[config.mk]
export PLATFORM = sky130hd
export DESIGN_NAME = expr_sequencer
export DESIGN_NICKNAME = d
export VERILOG_FILES = /design/src/rtl/expr_sequencer.sv
export SDC_FILE = /design/constraint.sdc
export NUM_CORES = 1
export LEC_CHECK = 0
export BUFFER_PORTS_ARGS = -buffer_cell sky130_fd_sc_hd__buf_2
export CAP_MARGIN = 5
export CORE_MARGIN = 2
export CORE_UTILIZATION = 40
export DETAILED_ROUTE_END_ITERATION = 8
export GPL_TIMING_DRIVEN = 0
export SLEW_MARGIN = 15
export SYNTH_ARGS = -nofsm -noshare
export SYNTH_HDL_FRONTEND = slang
export SYNTH_SLANG_ARGS = --single-unit
[constraint.sdc]
create_clock -name clk -period 3.2 [get_ports clk]
set_input_delay 0.64 -clock clk [delete_from_list [all_inputs] [get_ports clk]]
set_output_delay 0.64 -clock clk [all_outputs]
set_load 0.02 [all_outputs]
[src/rtl/expr_sequencer.sv]
// expr_sequencer: reorders an infix token stream (+, *, parentheses, operands)
// into postfix opcodes for a stack-based ALU using an internal operator stack,
// one ALU opcode per cycle, and captures the ALU top-of-stack on '='.
module expr_sequencer #(
   parameter int unsigned DATA_WIDTH = 8,
   parameter int unsigned STACK_SIZE = 64,
   parameter int unsigned OP_DEPTH   = 16
) (
   input  logic                  clk,
   input  logic                  rst_n,
   input  logic                  tok_valid,
   output logic                  tok_ready,
   input  logic [2:0]            tok_type,
   input  logic [DATA_WIDTH-1:0] tok_data,
   output logic [2:0]            alu_opcode,
   output logic [DATA_WIDTH-1:0] alu_data,
   input  logic [DATA_WIDTH-1:0] alu_result,
   input  logic                  alu_overflow,
   output logic [DATA_WIDTH-1:0] result,
   output logic                  result_valid,
   output logic                  syntax_err,
   output logic                  depth_err,
   output logic                  overflow_err,
   output logic                  busy
);

   localparam int unsigned SP_W  = $clog2(OP_DEPTH + 1);
   localparam int unsigned IDX_W = (OP_DEPTH > 1) ? $clog2(OP_DEPTH) : 1;
   localparam int unsigned OCC_W = $clog2(STACK_SIZE + 1);

   localparam logic [SP_W-1:0]  SP_FULL  = SP_W'(OP_DEPTH);
   localparam logic [OCC_W-1:0] OCC_FULL = OCC_W'(STACK_SIZE);

   typedef enum logic [1:0] {
      S_ACCEPT  = 2'b00,
      S_DRAIN   = 2'b01,
      S_CAPTURE = 2'b10,
      S_ERR     = 2'b11
   } state_e;

   typedef enum logic [2:0] {
      TOK_ADD  = 3'b000,
      TOK_MUL  = 3'b001,
      TOK_LPAR = 3'b010,
      TOK_RPAR = 3'b011,
      TOK_NUM  = 3'b100,
      TOK_EQ   = 3'b101,
      TOK_CLR  = 3'b110,
      TOK_RSV  = 3'b111
   } tok_e;

   typedef enum logic [2:0] {
      OPC_NOP  = 3'b000,
      OPC_CLR  = 3'b001,
      OPC_ADD  = 3'b100,
      OPC_MUL  = 3'b101,
      OPC_PUSH = 3'b110
   } opc_e;

   // Operator-stack entry encoding
   typedef enum logic [1:0] {
      ST_ADD  = 2'b00,
      ST_MUL  = 2'b01,
      ST_LPAR = 2'b10
   } stk_e;

   state_e                state_q, state_d;
   tok_e                  pend_q, pend_d;
   opc_e                  opc_q, opc_d;
   logic                  expect_q, expect_d;
   logic [SP_W-1:0]       sp_q, sp_d;
   logic [OCC_W-1:0]      occ_q, occ_d;
   logic [DATA_WIDTH-1:0] data_q, data_d;
   logic [DATA_WIDTH-1:0] result_q, result_d;
   logic                  syn_q, syn_d;
   logic                  dep_q, dep_d;
   logic                  ovf_q, ovf_d;

   stk_e                  opstk_q [OP_DEPTH];
   logic                  push_en;
   stk_e                  push_val;
   logic [IDX_W-1:0]      wr_idx;
   logic [IDX_W-1:0]      top_idx;
   logic                  top_valid;
   stk_e                  top_op;
   tok_e                  tok;
   logic                  accept;

   assign tok       = tok_e'(tok_type);
   assign accept    = tok_valid && tok_ready;
   assign wr_idx    = IDX_W'(sp_q);
   assign top_idx   = IDX_W'(sp_q - 1'b1);
   assign top_valid = (sp_q != '0);
   assign top_op    = opstk_q[top_idx];

   assign tok_ready    = (state_q == S_ACCEPT) || (state_q == S_ERR);
   assign busy         = (state_q != S_ACCEPT);
   assign result_valid = (state_q == S_CAPTURE);
   assign alu_opcode   = opc_q;
   assign alu_data     = data_q;
   assign result       = result_q;
   assign syntax_err   = syn_q;
   assign depth_err    = dep_q;
   assign overflow_err = ovf_q;

   // Next-state, stack bookkeeping and ALU opcode selection
   always_comb begin
      state_d  = state_q;
      pend_d   = pend_q;
      opc_d    = OPC_NOP;
      expect_d = expect_q;
      sp_d     = sp_q;
      occ_d    = occ_q;
      data_d   = data_q;
      result_d = result_q;
      syn_d    = syn_q;
      dep_d    = dep_q;
      ovf_d    = ovf_q;
      push_en  = 1'b0;
      push_val = ST_ADD;

      unique case (state_q)
         S_ACCEPT: begin
            if (accept) begin
               case (tok)
                  TOK_CLR: begin
                     opc_d    = OPC_CLR;
                     sp_d     = '0;
                     occ_d    = '0;
                     expect_d = 1'b1;
                     syn_d    = 1'b0;
                     dep_d    = 1'b0;
                     ovf_d    = 1'b0;
                  end
                  TOK_NUM: begin
                     if (!expect_q) begin
                        syn_d   = 1'b1;
                        state_d = S_ERR;
                     end else if (occ_q == OCC_FULL) begin
                        dep_d   = 1'b1;
                        state_d = S_ERR;
                     end else begin
                        opc_d    = OPC_PUSH;
                        data_d   = tok_data;
                        occ_d    = occ_q + 1'b1;
                        expect_d = 1'b0;
                     end
                  end
                  TOK_LPAR: begin
                     if (!expect_q) begin
                        syn_d   = 1'b1;
                        state_d = S_ERR;
                     end else if (sp_q == SP_FULL) begin
                        dep_d   = 1'b1;
                        state_d = S_ERR;
                     end else begin
                        push_en  = 1'b1;
                        push_val = ST_LPAR;
                        sp_d     = sp_q + 1'b1;
                     end
                  end
                  TOK_ADD, TOK_MUL, TOK_RPAR, TOK_EQ: begin
                     if (expect_q) begin
                        syn_d   = 1'b1;
                        state_d = S_ERR;
                     end else begin
                        pend_d  = tok;
                        state_d = S_DRAIN;
                        if ((tok == TOK_ADD) || (tok == TOK_MUL)) begin
                           expect_d = 1'b1;
                        end
                     end
                  end
                  default: begin
                     syn_d   = 1'b1;
                     state_d = S_ERR;
                  end
               endcase
            end
         end

         S_DRAIN: begin
            // One decision per cycle: pop one operator, push the pending one,
            // discard a matching '(', or finish.
            logic do_pop;
            do_pop = 1'b0;
            case (pend_q)
               TOK_MUL: do_pop = top_valid && (top_op == ST_MUL);
               TOK_ADD: do_pop = top_valid && (top_op != ST_LPAR);
               TOK_RPAR: begin
                  if (!top_valid) begin
                     syn_d   = 1'b1;
                     state_d = S_ERR;
                  end else if (top_op == ST_LPAR) begin
                     sp_d    = sp_q - 1'b1;
                     state_d = S_ACCEPT;
                  end else begin
                     do_pop = 1'b1;
                  end
               end
               default: begin
                  if (!top_valid) begin
                     state_d = S_CAPTURE;
                  end else if (top_op == ST_LPAR) begin
                     syn_d   = 1'b1;
                     state_d = S_ERR;
                  end else begin
                     do_pop = 1'b1;
                  end
               end
            endcase

            if (do_pop) begin
               opc_d = (top_op == ST_MUL) ? OPC_MUL : OPC_ADD;
               sp_d  = sp_q - 1'b1;
               if (occ_q != '0) begin
                  occ_d = occ_q - 1'b1;
               end
            end else if ((pend_q == TOK_ADD) || (pend_q == TOK_MUL)) begin
               if (sp_q == SP_FULL) begin
                  dep_d   = 1'b1;
                  state_d = S_ERR;
               end else begin
                  push_en  = 1'b1;
                  push_val = (pend_q == TOK_MUL) ? ST_MUL : ST_ADD;
                  sp_d     = sp_q + 1'b1;
                  state_d  = S_ACCEPT;
               end
            end
         end

         S_CAPTURE: begin
            result_d = alu_result;
            sp_d     = '0;
            occ_d    = '0;
            expect_d = 1'b1;
            opc_d    = OPC_CLR;
            state_d  = S_ACCEPT;
         end

         default: begin
            if (accept && (tok == TOK_CLR)) begin
               opc_d    = OPC_CLR;
               sp_d     = '0;
               occ_d    = '0;
               expect_d = 1'b1;
               syn_d    = 1'b0;
               dep_d    = 1'b0;
               ovf_d    = 1'b0;
               state_d  = S_ACCEPT;
            end
         end
      endcase

      // Overflow never aborts; it is only recorded.
      if (alu_overflow) begin
         ovf_d = 1'b1;
      end
   end

   // Control and output registers
   always_ff @(posedge clk or negedge rst_n) begin
      if (!rst_n) begin
         state_q  <= S_ACCEPT;
         pend_q   <= TOK_ADD;
         opc_q    <= OPC_NOP;
         expect_q <= 1'b1;
         sp_q     <= '0;
         occ_q    <= '0;
         data_q   <= '0;
         result_q <= '0;
         syn_q    <= 1'b0;
         dep_q    <= 1'b0;
         ovf_q    <= 1'b0;
      end else begin
         state_q  <= state_d;
         pend_q   <= pend_d;
         opc_q    <= opc_d;
         expect_q <= expect_d;
         sp_q     <= sp_d;
         occ_q    <= occ_d;
         data_q   <= data_d;
         result_q <= result_d;
         syn_q    <= syn_d;
         dep_q    <= dep_d;
         ovf_q    <= ovf_d;
      end
   end

   // Operator-stack storage; entries above sp_q are don't-care
   always_ff @(posedge clk) begin
      if (push_en) begin
         opstk_q[wr_idx] <= push_val;
      end
   end

endmodule

# ---- Word level (Yosys, flattened, before mapping)
# Memory sizes are Yosys's and may differ from the RTL's.
# Cells that the tools add are included.
dict set report word_totals {
  out_inout_bits 25
  mem_count 1
  ram_bits 32
  ff_bits 40
  word_cells 190
}
# memory depth word_bits read_ports rd_clocked_by_memory_dff write_ports line_no
set memory_table {}
lappend memory_table {opstk_q 16 2 1 0 1 79} ;# stk_e opstk_q [OP_DEPTH];
dict set report classes {
  mux 98
  eq_ne 42
  addsub 4
  bitwise 4
  n_reduce_logical 30
}
# operator n
set op_table {}
lappend op_table {{$mux 5} 10}
lappend op_table {{$mux 7} 6}
lappend op_table {{$mux 1} 40}
lappend op_table {{$mux 2} 18}
lappend op_table {{$ne 3x3->1 const B} 9}
lappend op_table {{$pmux 7 s3} 1}
lappend op_table {{$pmux 1 s3} 6}
lappend op_table {{$reduce_and 9->1} 2}
lappend op_table {{$ne 2x2->1 const B} 8}
lappend op_table {{$pmux 5 s3} 1}
lappend op_table {{$reduce_and 5->1} 3}
lappend op_table {{$pmux 7 s2} 1}
lappend op_table {{$mux 3} 4}
lappend op_table {{$reduce_and 4->1} 3}
lappend op_table {{$pmux 5 s2} 1}
lappend op_table {{$eq 3x2->1 const B} 3}
lappend op_table {{$eq 3x3->1 const B} 3}
lappend op_table {{$ne 3x2->1 const B} 3}
lappend op_table {{$pmux 3 s3} 1}
lappend op_table {{$reduce_bool 3->1} 3}
lappend op_table {{$ne 4x1->1 const B} 2}
lappend op_table {{$ne 4x4->1 const B} 2}
lappend op_table {{$pmux 1 s2} 4}
lappend op_table {{$pmux 2 s2} 2}
lappend op_table {{other kinds (26)} 42}

# ---- Logic depth before layout (Yosys ltp)
# Gate-level depths: netlist of the first run.
# An unclocked memory read counts as a cell.
dict set report logic_depth {
  ltp_word 11
  depth_mapped 13
  depth_no_buf 9
}

# ---- Least setup slack after synthesis of the first run
# Ideal clock, no wire load.
dict set report synth_timing {
  kind {register -> register}
  startpoint {reg sp_q[0]}
  endpoint {mem opstk_q[11][0] in the netlist's numbering (enable)}
  arrival_time_ns 3.132
  path_stages_with_launch 13
  setup_ns 0.310
  slack_ns -0.242
  path_cell_list {dfrtp_1 buf_6 buf_6 inv_1 ha_1 buf_1 mux4_2 mux2i_1 mux2i_2 maj3_2 a211oi_4 o21ai_2 nor2_1}
}
dict set report synth_between {
  elab_chain_len 11
  word_cells_on_any_way 22
}
# element line_no
set synth_rtl {}
lappend synth_rtl {{from (decl)} 71} ;# logic [SP_W-1:0] sp_q, sp_d;
lappend synth_rtl {{from (signal assigned)} 280} ;# sp_q <= sp_d;
lappend synth_rtl {{$sub 5x1->5} --}
lappend synth_rtl {{$mem_v2 16x2} --}
lappend synth_rtl {{$eq 2x2->1} {194, 204}}
lappend synth_rtl {{$mux 1} {194, 204}}
lappend synth_rtl {{$mux 1} 191} ;# if (!top_valid) begin
lappend synth_rtl {{$pmux 1 s2} 187} ;# case (pend_q)
lappend synth_rtl {{$mux 1} 122} ;# unique case (state_q)
lappend synth_rtl {{$mux 1} 213} ;# if (do_pop) begin
lappend synth_rtl {{$pmux 1 s2} 122}
lappend synth_rtl {{$mux 1} 292} ;# if (push_en) begin
lappend synth_rtl {{$mux 1 (implied by the code)} 293} ;# opstk_q[wr_idx] <= push_val;
lappend synth_rtl {{to (decl)} 79}
# Parallel ways exist; a longest one is shown, timed or not. The select of a mux whose other input is x is not followed.

# ---- Final worst setup path of the first run
dict set report layout_timing {
  startpoint {reg sp_q[0]}
  endpoint {mem opstk_q[0][0] in the netlist's numbering (enable)}
}
# Same word-level chain as after synthesis.

==> qor.csv, run 1 <==
metric,value,unit
p_clk_share,12.0,%
dieArea,11530,µm²
final_nets,522,
cap_violations,0,
grt_antenna_before_repair,0,
outcome,"complete, but fails checks",
synth-seq-cells,72,
numCtsBuffers,9,
end_kind,register,
ff2ff_path_depth,13,
hp-class,primary input to asynchronous set/reset pin,
relSlewSlack,25.30,%
final_area,5240,µm²
worst-setup-path-type,register to register,
synthArstFlopShare,55.56,%
total_power,5.513,mW
num_antenna_cells,0,
grt_pass1_wl,19010,µm
fp-row-count,37,
hold_ws,0.4013,ns
period_needed,3.252,ns
track_usage,21.71,%
pwr-share-comb,63.2,%
gr-total-overflow,0,
r2r_start,sp_q[0],
yosys_warnings,0,
clock_tree.buffer_depth,2,
ios,48,
crit_arrival,3.30,ns
leakagePower,2.075,nW
antenna_left,0,
dr.pass1.iters,5,
syn_to_final_growth,22.56,%
cts_sinks,72,
gp_congestion,0.9444,
start_util,41.23,%
tritoncts,built,
cp_max_fo,6,
final_cells,629,
rrSetupSlack,-0.05,ns
place_area,4733,µm²
synth.cell_area,4275,µm²
timing.rr.end,opstk_q[0][0],
hpwl,7992,µm
syn-num-nets,444,
routedWlPerCell,18.83,µm
drt-initial-drc-count,333,
synth_edf_count,32,
p_sw_share,47.86,%
violations,setup timing,
portBuffers,47,
drive_above_1_share,32.05,%
worst_slack,-0.05213,ns
syn_area_per_cell,10.43,µm²
power_per_cell_area,1052,nW/µm²
placed_cells,593,
fp.coreArea,10370,µm²
power_switching,2.638,mW
clk_pin_slew_worst_paths,0.08,ns
fmax,0.3075,GHz
period_share,101.6,%
hold_buffers,0,
h-tree-depth,3,
p_int,2.874,mW
cts_root_buf,clkbuf_8,
power.share.sequential,24.8,%
worstPathRequired,3.25,ns
worst_pin_slew,1.105,ns
clkLatencyLatePin,0.36,ns
syn_inst,410,
routed-via-count,3648,
rsz0062_at_grt,yes,
slew_viol_final,0,
wirelength,11840,µm
grt_max_degree,41,
viasPerCell,5.800,
final_util,50.53,%
synth_cell_type_count,72,
seq_area_frac_synth,45.92,%
synth_ff_type,dfrtp_1,
grt_pass1_vias,3544,
die_w,107.4,µm
finClkSkew,0.01196,ns
final-setup-viol-count,17,
start_kind,register,
drc,0,
hold_violations,0,
die_y,107.4,µm
vdd.ir_drop.worst,0.0004466,V
-- registers in the layout, indices dropped and copies added, names as in the netlist --
signal / cells
alu_data: 8
alu_opcode: 3
depth_err: 1
expect_q: 1
occ_q: 7
opstk_q: 32
overflow_err: 1
pend_q: 3
result: 8
sp_q: 5
state_q: 2
syntax_err: 1
-- power by group through the flow --
stage | sequential [mW] | combinational [mW] | clock [mW]
3_5_place_dp | 1.38 | 2.95 | 0
3_3_place_gp | 1.37 | 2.95 | 0
4_1_cts | 1.36 | 3.26 | 0.675
6_report | 1.37 | 3.48 | 0.664
2_1_floorplan | 1.50 | 2.02 | 0
5_1_grt | 1.40 | 3.73 | 0.723
-- layout by cell type (no fill, tap or decap), drive strengths merged, types with 3 or more instances in the layout --
cell	count
a211oi	6
a21oi	17
a31oi	7
and2	3
and3	4
buf	73
clkbuf	25
clkinv	4
dfrtp	39
edfxtp	32
ha	11
inv	18
maj3	4
mux2	20
mux2i	9
mux4	8
nand2	33
nand2b	3
nand3	13
nor2	44
nor2b	5
nor3	19
nor4	5
o211ai	4
o21ai	28
o22ai	4
o31ai	4
xnor2	3
-- area by class of cell --
type	instances	area, µm²
buffer	21	115.1
clock buffer	11	141.4
clock inverter	5	31.28
fill	978	5130
inverter	18	71.32
multi-input combinational	300	2352
sequential	72	1964
tap	136	170.2
timing repair buffer	66	394.1
-- worst max path at each step --
stage,from,to,cells after the start
4_1_cts,sp_q[0],opstk_q[2][0],13
2_1_floorplan,sp_q[0],opstk_q[0][0],12
3_3_place_gp,sp_q[0],opstk_q[13][0],11
3_5_place_dp,sp_q[0],opstk_q[12][0],11
6_report,sp_q[0],opstk_q[0][0],13
5_1_grt,sp_q[0],opstk_q[3][0],10
-- cells in the mapped netlist (2+ instances only) --
master	number	area (µm²)
a311o_1	2	20.02
inv_1	18	67.56
mux2_2	20	225.2
a21o_1	2	15.01
nand2_1	33	123.9
buf_6	2	22.52
o31a_1	2	17.52
maj3_1	3	30.03
o311ai_1	2	17.52
edfxtp_1	32	960.9
mux2i_2	2	27.53
o2111ai_1	2	17.52
buf_1	4	15.01
nand2b_1	3	18.77
a211o_1	2	17.52
o31ai_1	3	22.52
a31oi_1	7	43.79
dfrtp_1	39	975.9
xor2_2	2	32.53
and2_1	3	18.77
o21ai_2	4	35.03
o22ai_1	4	25.02
nand3_1	13	65.06
or3_1	2	12.51
xnor2_1	3	26.28
and3_1	4	25.02
clkbuf_1	14	52.55
a211oi_1	5	37.54
nand3b_1	2	15.01
or4_1	2	15.01
nor3_2	5	50.05
mux2i_1	7	70.07
or2_2	2	12.51
mux4_2	8	180.2
nor4_1	5	31.28
o221ai_1	2	17.52
o211ai_1	4	30.03
a21oi_1	16	80.08
nor2_1	44	165.2
nor3_1	13	65.06
o21ai_1	2	10.01
ha_1	11	137.6
o21ai_0	22	110.1
nor2b_1	5	31.28
-- kinds of logic (layout without fill, tap and decap cells) --
logic type               Yosys count  count (layout)  share of synthesized area, %
AND/OR/NAND/NOR                  141             142                         16.24
AO/OA/AOI/OAI                    101             101                         16.71
adder cells (fa/ha/maj)           15              15                         4.185
flip-flops                        72              72                         45.92
XOR/XNOR                           5               5                         1.376
multiplexers                      37              37                         11.76
buffers and inverters             39             121                         3.804
-- routing by layer --
metal	up-vias	wire length, µm	GRT usage, %
li1	1699	-	-
met3	30	712	5.145
met4	0	321	9.432
met2	151	5248	31.69
met5	-	0	0
met1	1768	5558	30.77
-- what timing repair did --
action	4_1_cts	5_1_grt
pin swaps	7	10
gates cloned	1	0
gates resized for setup	16	18
buffers inserted	13	6
setup endpoints to repair	65	71
-- worst max-delay path: stages, from the launching register on --
cell,delay [ns]
dfrtp_1,0.37
buf_6,0.13
buf_12,0.10
clkinvlp_4,0.15
ha_4,0.24
xor2_4,0.16
buf_4,0.18
mux2i_2,0.18
mux2_2,0.35
maj3_2,0.37
a211oi_4,0.21
buf_6,0.17
o21ai_2,0.11
nor3_2,0.20
-- stage by stage --
| step | setup TNS (ns) | worst slack (ns) |
|---|---|---|
| CTS | -0.4756 | -0.05682 |
| detailed placement | -38.02 | -0.7776 |
| global route | -6.553 | -0.1746 |
| global placement | -41.28 | -0.7731 |
| finish | -0.4833 | -0.05213 |
| floorplan | 0 | 0.01930 |
Power figures use the tool's default switching activity.
==> run 2, diff against run 1 <==
clock period = 2.8 ns   (was 3.2 ns; I/O delays follow)
==> run 2 against run 1 <==
Against the previous run:
- the run still ends with setup timing left
- worst hold slack lost 0.067 ns
- global-route usage shrank 0.31 points
- non-clock buffer count grew 12
- combinational power grew 37%
- critical path type unchanged
- final cell count grew 2.1%
- clock skew shrank 0.0035 ns
- clock-buffer cell count is the same
- setup slack lost 0.37 ns
==> qor.csv, run 2 (synthesis gave the netlist of run 1 again) <==
metric,value,unit
viasPerCell,5.832,
p_sw_share,46.26,%
routed-via-count,3744,
cts_root_buf,clkbuf_8,
syn_to_final_growth,31.99,%
power_switching,3.375,mW
leakagePower,2.208,nW
drt-initial-drc-count,444,
num_antenna_cells,0,
drive_above_1_share,38.14,%
layout_commonest_cell,buf_2,
power_per_cell_area,1293,nW/µm²
period_needed,3.221,ns
p_clk_share,13.2,%
final_area,5643,µm²
grt_pass1_vias,3697,
start_util,41.23,%
die_w,107.4,µm
dr.pass1.iters,6,
fp-row-count,37,
grt_pass1_wl,18980,µm
cts_sinks,72,
path_cells,buf_6 > buf_12 > clkinvlp_4 > ha_4 > buf_8 > mux4_2 > mux2i_4 > mux2i_4 > maj3_2 > a211oi_4 > buf_6 > o21ai_4 > nor3_4,
finClkSkew,0.008430,ns
hold_ws,0.3339,ns
end_kind,register,
gp_congestion,0.9279,
vdd.ir_drop.worst,0.0006125,V
h-tree-depth,3,
fin_setup_tns,-19.60,ns
clkLatencyLatePin,0.35,ns
clock_tree.buffer_depth,2,
die_y,107.4,µm
fp.coreArea,10370,µm²
numCtsBuffers,9,
worst_slack,-0.4209,ns
fmax,0.3105,GHz
hold_violations,0,
multi_input_area,2570,µm²
gr-total-overflow,0,
place_area,4741,µm²
relSlewSlack,39.88,%
pwr-share-comb,65.3,%
portBuffers,47,
rsz0062_at_grt,yes,
cp_max_fo,7,
hpwl,7921,µm
slew_viol_final,0,
clk_pin_slew_worst_paths,0.09,ns
cp_top_family,adder cells,
period_share,115.0,%
grt_antenna_before_repair,0,
slowest_delay,0.38,ns
outcome,"complete, but fails checks",
largest_reg_flops,32,
cap_violations,0,
worst_pin_slew,0.9018,ns
final_nets,535,
ios,48,
wirelength,12050,µm
violations,setup timing,
grt_max_degree,41,
slowest_stage,dfrtp_1,
routedWlPerCell,18.77,µm
drc,0,
hp-class,primary input to asynchronous set/reset pin,
crit_arrival,3.27,ns
power.share.sequential,21.5,%
track_usage,21.40,%
p_int,3.922,mW
worstPathRequired,2.85,ns
antenna_left,0,
worst-setup-path-type,register to register,
seq_area,1964,µm²
start_kind,register,
tritoncts,built,
dieArea,11530,µm²
nFillCells,910,
layout_common_cells,"buf_2, dfrtp_1, nand2_1",
worst-path-buf-inv,5,
top_register,opstk_q,
final-setup-viol-count,64,
[run 2: changes by cell type in the layout (fill, tap and decap cells not counted), moves of 3 or more]
cell    delta
nor2_4     +4
nor3_4     +4
nor2_1     -4
buf_6      +3
buf_4      +9
[run 2: cell type report]
cell class | count | area share, %
well taps | 136 | 3.016
repair buffers | 78 | 8.936
multi-input cells | 301 | 45.54
clock inverters | 5 | 1.175
clock buffers | 11 | 3.082
plain buffers | 21 | 2.173
inverters | 18 | 1.264
flip-flops and latches | 72 | 34.81
[run 2: metrics by stage]
| stage | util, % | instances | setup slack (ns) | total power, mW |
|---|---|---|---|---|
| final | 54.42 | 642 | -0.4209 | 7.297 |
| after global routing | 54.42 | 642 | -0.4972 | 7.679 |
| after CTS | 52.10 | 630 | -0.3527 | 6.631 |
| after detailed placement | 45.72 | 593 | -1.035 | 4.959 |
| after global placement | 45.55 | 593 | -1.061 | 4.938 |
| after floorplan | - | 410 | -0.3706 | 4.040 |
[run 2: worst paths after layout]
check	startpoint	end	slack, ns	cells after the start
worst max-delay path	sp_q[0]	opstk_q[3][1]	-0.42	13
worst min-delay path	rst_n	state_q[1]	0.33	1
worst max register to register	sp_q[0]	opstk_q[3][1]	-0.42	13
worst min register to register	overflow_err	overflow_err	0.49	1
max in group asynchronous	rst_n	sp_q[1]	1.85	1
min in group clk	alu_overflow	overflow_err	0.39	2
[run 2: power by group through the flow]
stage	logic (mW)	registers, mW	clock network, mW
2_1_floorplan	2.33	1.71	0
3_3_place_gp	3.37	1.57	0
3_5_place_dp	3.39	1.57	0
4_1_cts	4.09	1.56	0.978
5_1_grt	5.05	1.60	1.03
6_report	4.76	1.57	0.966
[run 2: repair_timing]
action	4_1_cts	5_1_grt
hold buffers	0	0
gates resized for setup	44	34
pin swaps	11	11
gates cloned	1	1
endpoints found under the setup margin	89	83
setup buffers	20	11
[run 2: routing by layer]
layer  vias up  global-route usage [%]  share of wire [%]
li1       1725                       -                  -
met1      1816                   29.87                 44
met2       181                   33.45                 47
met3        22                   3.935                7.3
met4         0                   7.784                1.7
met5         -                       0                  0
==> run 3, diff against run 2 <==
PLACE_DENSITY = 0.63   (was unset)
==> run 3 against run 2 <==
Against the previous run:
- the flow still finishes with violations (setup timing)
- register-to-register slack about the same
- die area did not move
- global-route usage fell by 0.32 points
- highest routed layer unchanged
- worst hold slack gained 0.0046 ns
- sequential share of layout area fell by 0.10 points
- largest cell class unchanged
- via count rose by 2.2%
- clock-buffer cell count stayed put
==> qor.csv, run 3 (synthesis gave the netlist of run 1 again) <==
metric,value,unit
outcome,"complete, but fails checks",
violations,setup timing,
num_antenna_cells,0,
p_sw_share,46.16,%
cap_violations,0,
fp.coreArea,10370,µm²
fmax,0.3095,GHz
crit_start,sp_q[0],
portBuffers,47,
layout_common_cells,"buf_2, dfrtp_1, nand2_1",
gp_congestion,0.8799,
cp_max_fo,6,
finClkSkew,0.01591,ns
start_kind,register,
top_register,opstk_q,
leakagePower,2.186,nW
vdd.ir_drop.worst,0.0008373,V
cts_root_buf,clkbuf_8,
drc,0,
hold_violations,0,
dr.pass1.iters,7,
power_per_cell_area,1268,nW/µm²
worst_pin_slew,0.9497,ns
worst_slack,-0.4305,ns
crit_arrival,3.28,ns
dieArea,11530,µm²
ios,48,
grt_pass1_vias,3637,
layout_commonest_cell,buf_2,
die_w,107.4,µm
hpwl,7639,µm
wirelength,12140,µm
final-setup-viol-count,65,
slew_viol_final,0,
dp_slack,-0.9854,ns
clk_pin_slew_worst_paths,0.09,ns
drt-initial-drc-count,341,
placed_cells,593,
grt_max_degree,41,
r2r_start,sp_q[0],
grt_antenna_before_repair,0,
worst-setup-path-type,register to register,
final_cells,639,
power.share.sequential,21.8,%
clock_tree.buffer_depth,2,
cts_sinks,72,
die_y,107.4,µm
worstPathRequired,2.85,ns
relSlewSlack,36.69,%
hp-class,primary input to asynchronous set/reset pin,
numCtsBuffers,9,
final_nets,532,
p_int,3.865,mW
start_util,41.23,%
period_needed,3.231,ns
gr-total-overflow,0,
hold_ws,0.3384,ns
hold_buffers,0,
ff2ff_path_depth,13,
syn_to_final_growth,32.37,%
antenna_left,0,
tritoncts,built,
fp-row-count,37,
rsz0062_at_grt,yes,
h-tree-depth,3,
p_clk_share,12.6,%
track_usage,21.08,%
routed-via-count,3825,
period_share,115.4,%
routedWlPerCell,18.99,µm
end_kind,register,
grt_pass1_wl,18730,µm
viasPerCell,5.986,
power_switching,3.313,mW
largest_reg_flops,32,
pwr-share-comb,65.6,%
drive_above_1_share,37.97,%
clkLatencyLatePin,0.36,ns
==> run 3: layer usage <==
| layer | vias up | routed length (µm) | global-route usage (%) |
|---|---|---|---|
| li1 | 1723 | - | - |
| met4 | 0 | 373 | 9.432 |
| met2 | 200 | 5645 | 32.41 |
| met1 | 1859 | 5134 | 28.56 |
| met3 | 43 | 983 | 4.722 |
| met5 | - | 0 | 0 |
==> run 3: metrics by stage <==
| stage | power, mW | setup TNS (ns) | util (%) | cell area (µm²) |
|---|---|---|---|---|
| 2_1_floorplan | 4.040 | -14.11 | - | 4318 |
| 3_3_place_gp | 4.873 | -61.29 | 45.55 | 4723 |
| 3_5_place_dp | 4.918 | -55.36 | 45.72 | 4741 |
| 4_1_cts | 6.339 | -18.62 | 51.21 | 5310 |
| 5_1_grt | 7.541 | -24.40 | 54.57 | 5659 |
| 6_report | 7.178 | -20.03 | 54.57 | 5659 |
==> run 3: final cells by class <==
type	count	area, µm²
tap	136	170.2
buffer	21	122.6
clock inverter	5	80.08
inverter	18	75.07
fill	913	4711
clock buffer	11	131.4
timing repair buffer	76	521.8
sequential	72	1964
multi-input combinational	300	2594
==> run 3: power by group through the flow <==
stage                     registers, mW  clock network [mW]  logic [mW]
after global placement             1.56                   0        3.31
final                              1.57               0.902        4.71
after CTS                          1.55               0.924        3.86
after detailed placement           1.57                   0        3.35
after global routing               1.60               0.956        4.99
after floorplan                    1.71                   0        2.33
==> run 3: timing repair <==
item	CTS	global route
gates cloned	1	0
setup buffers	14	15
pin swaps	11	15
setup endpoints to repair	89	83
resized for setup	43	46
endpoints found under the hold margin	0	0
==> run 3: path summary, 6_finish.rpt <==
path / endpoint / slack, ns
setup reg to reg: opstk_q[0][0] / -0.43
setup / recovery: opstk_q[0][0] / -0.43
hold reg to reg: overflow_err / 0.47
max in group asynchronous: sp_q[1] / 1.78
min in group clk: overflow_err / 0.39
hold / removal: occ_q[4] / 0.34
==> run 3: worst max-delay path, cell delays in order (launching register included) <==
cell,delay (ns)
dfrtp_1,0.37
buf_6,0.12
buf_12,0.10
clkinvlp_4,0.13
ha_4,0.23
xor2_4,0.17
buf_4,0.17
mux2i_4,0.19
mux2_4,0.34
maj3_2,0.36
a211oi_4,0.23
buf_6,0.19
o21ai_4,0.12
nor3_4,0.21
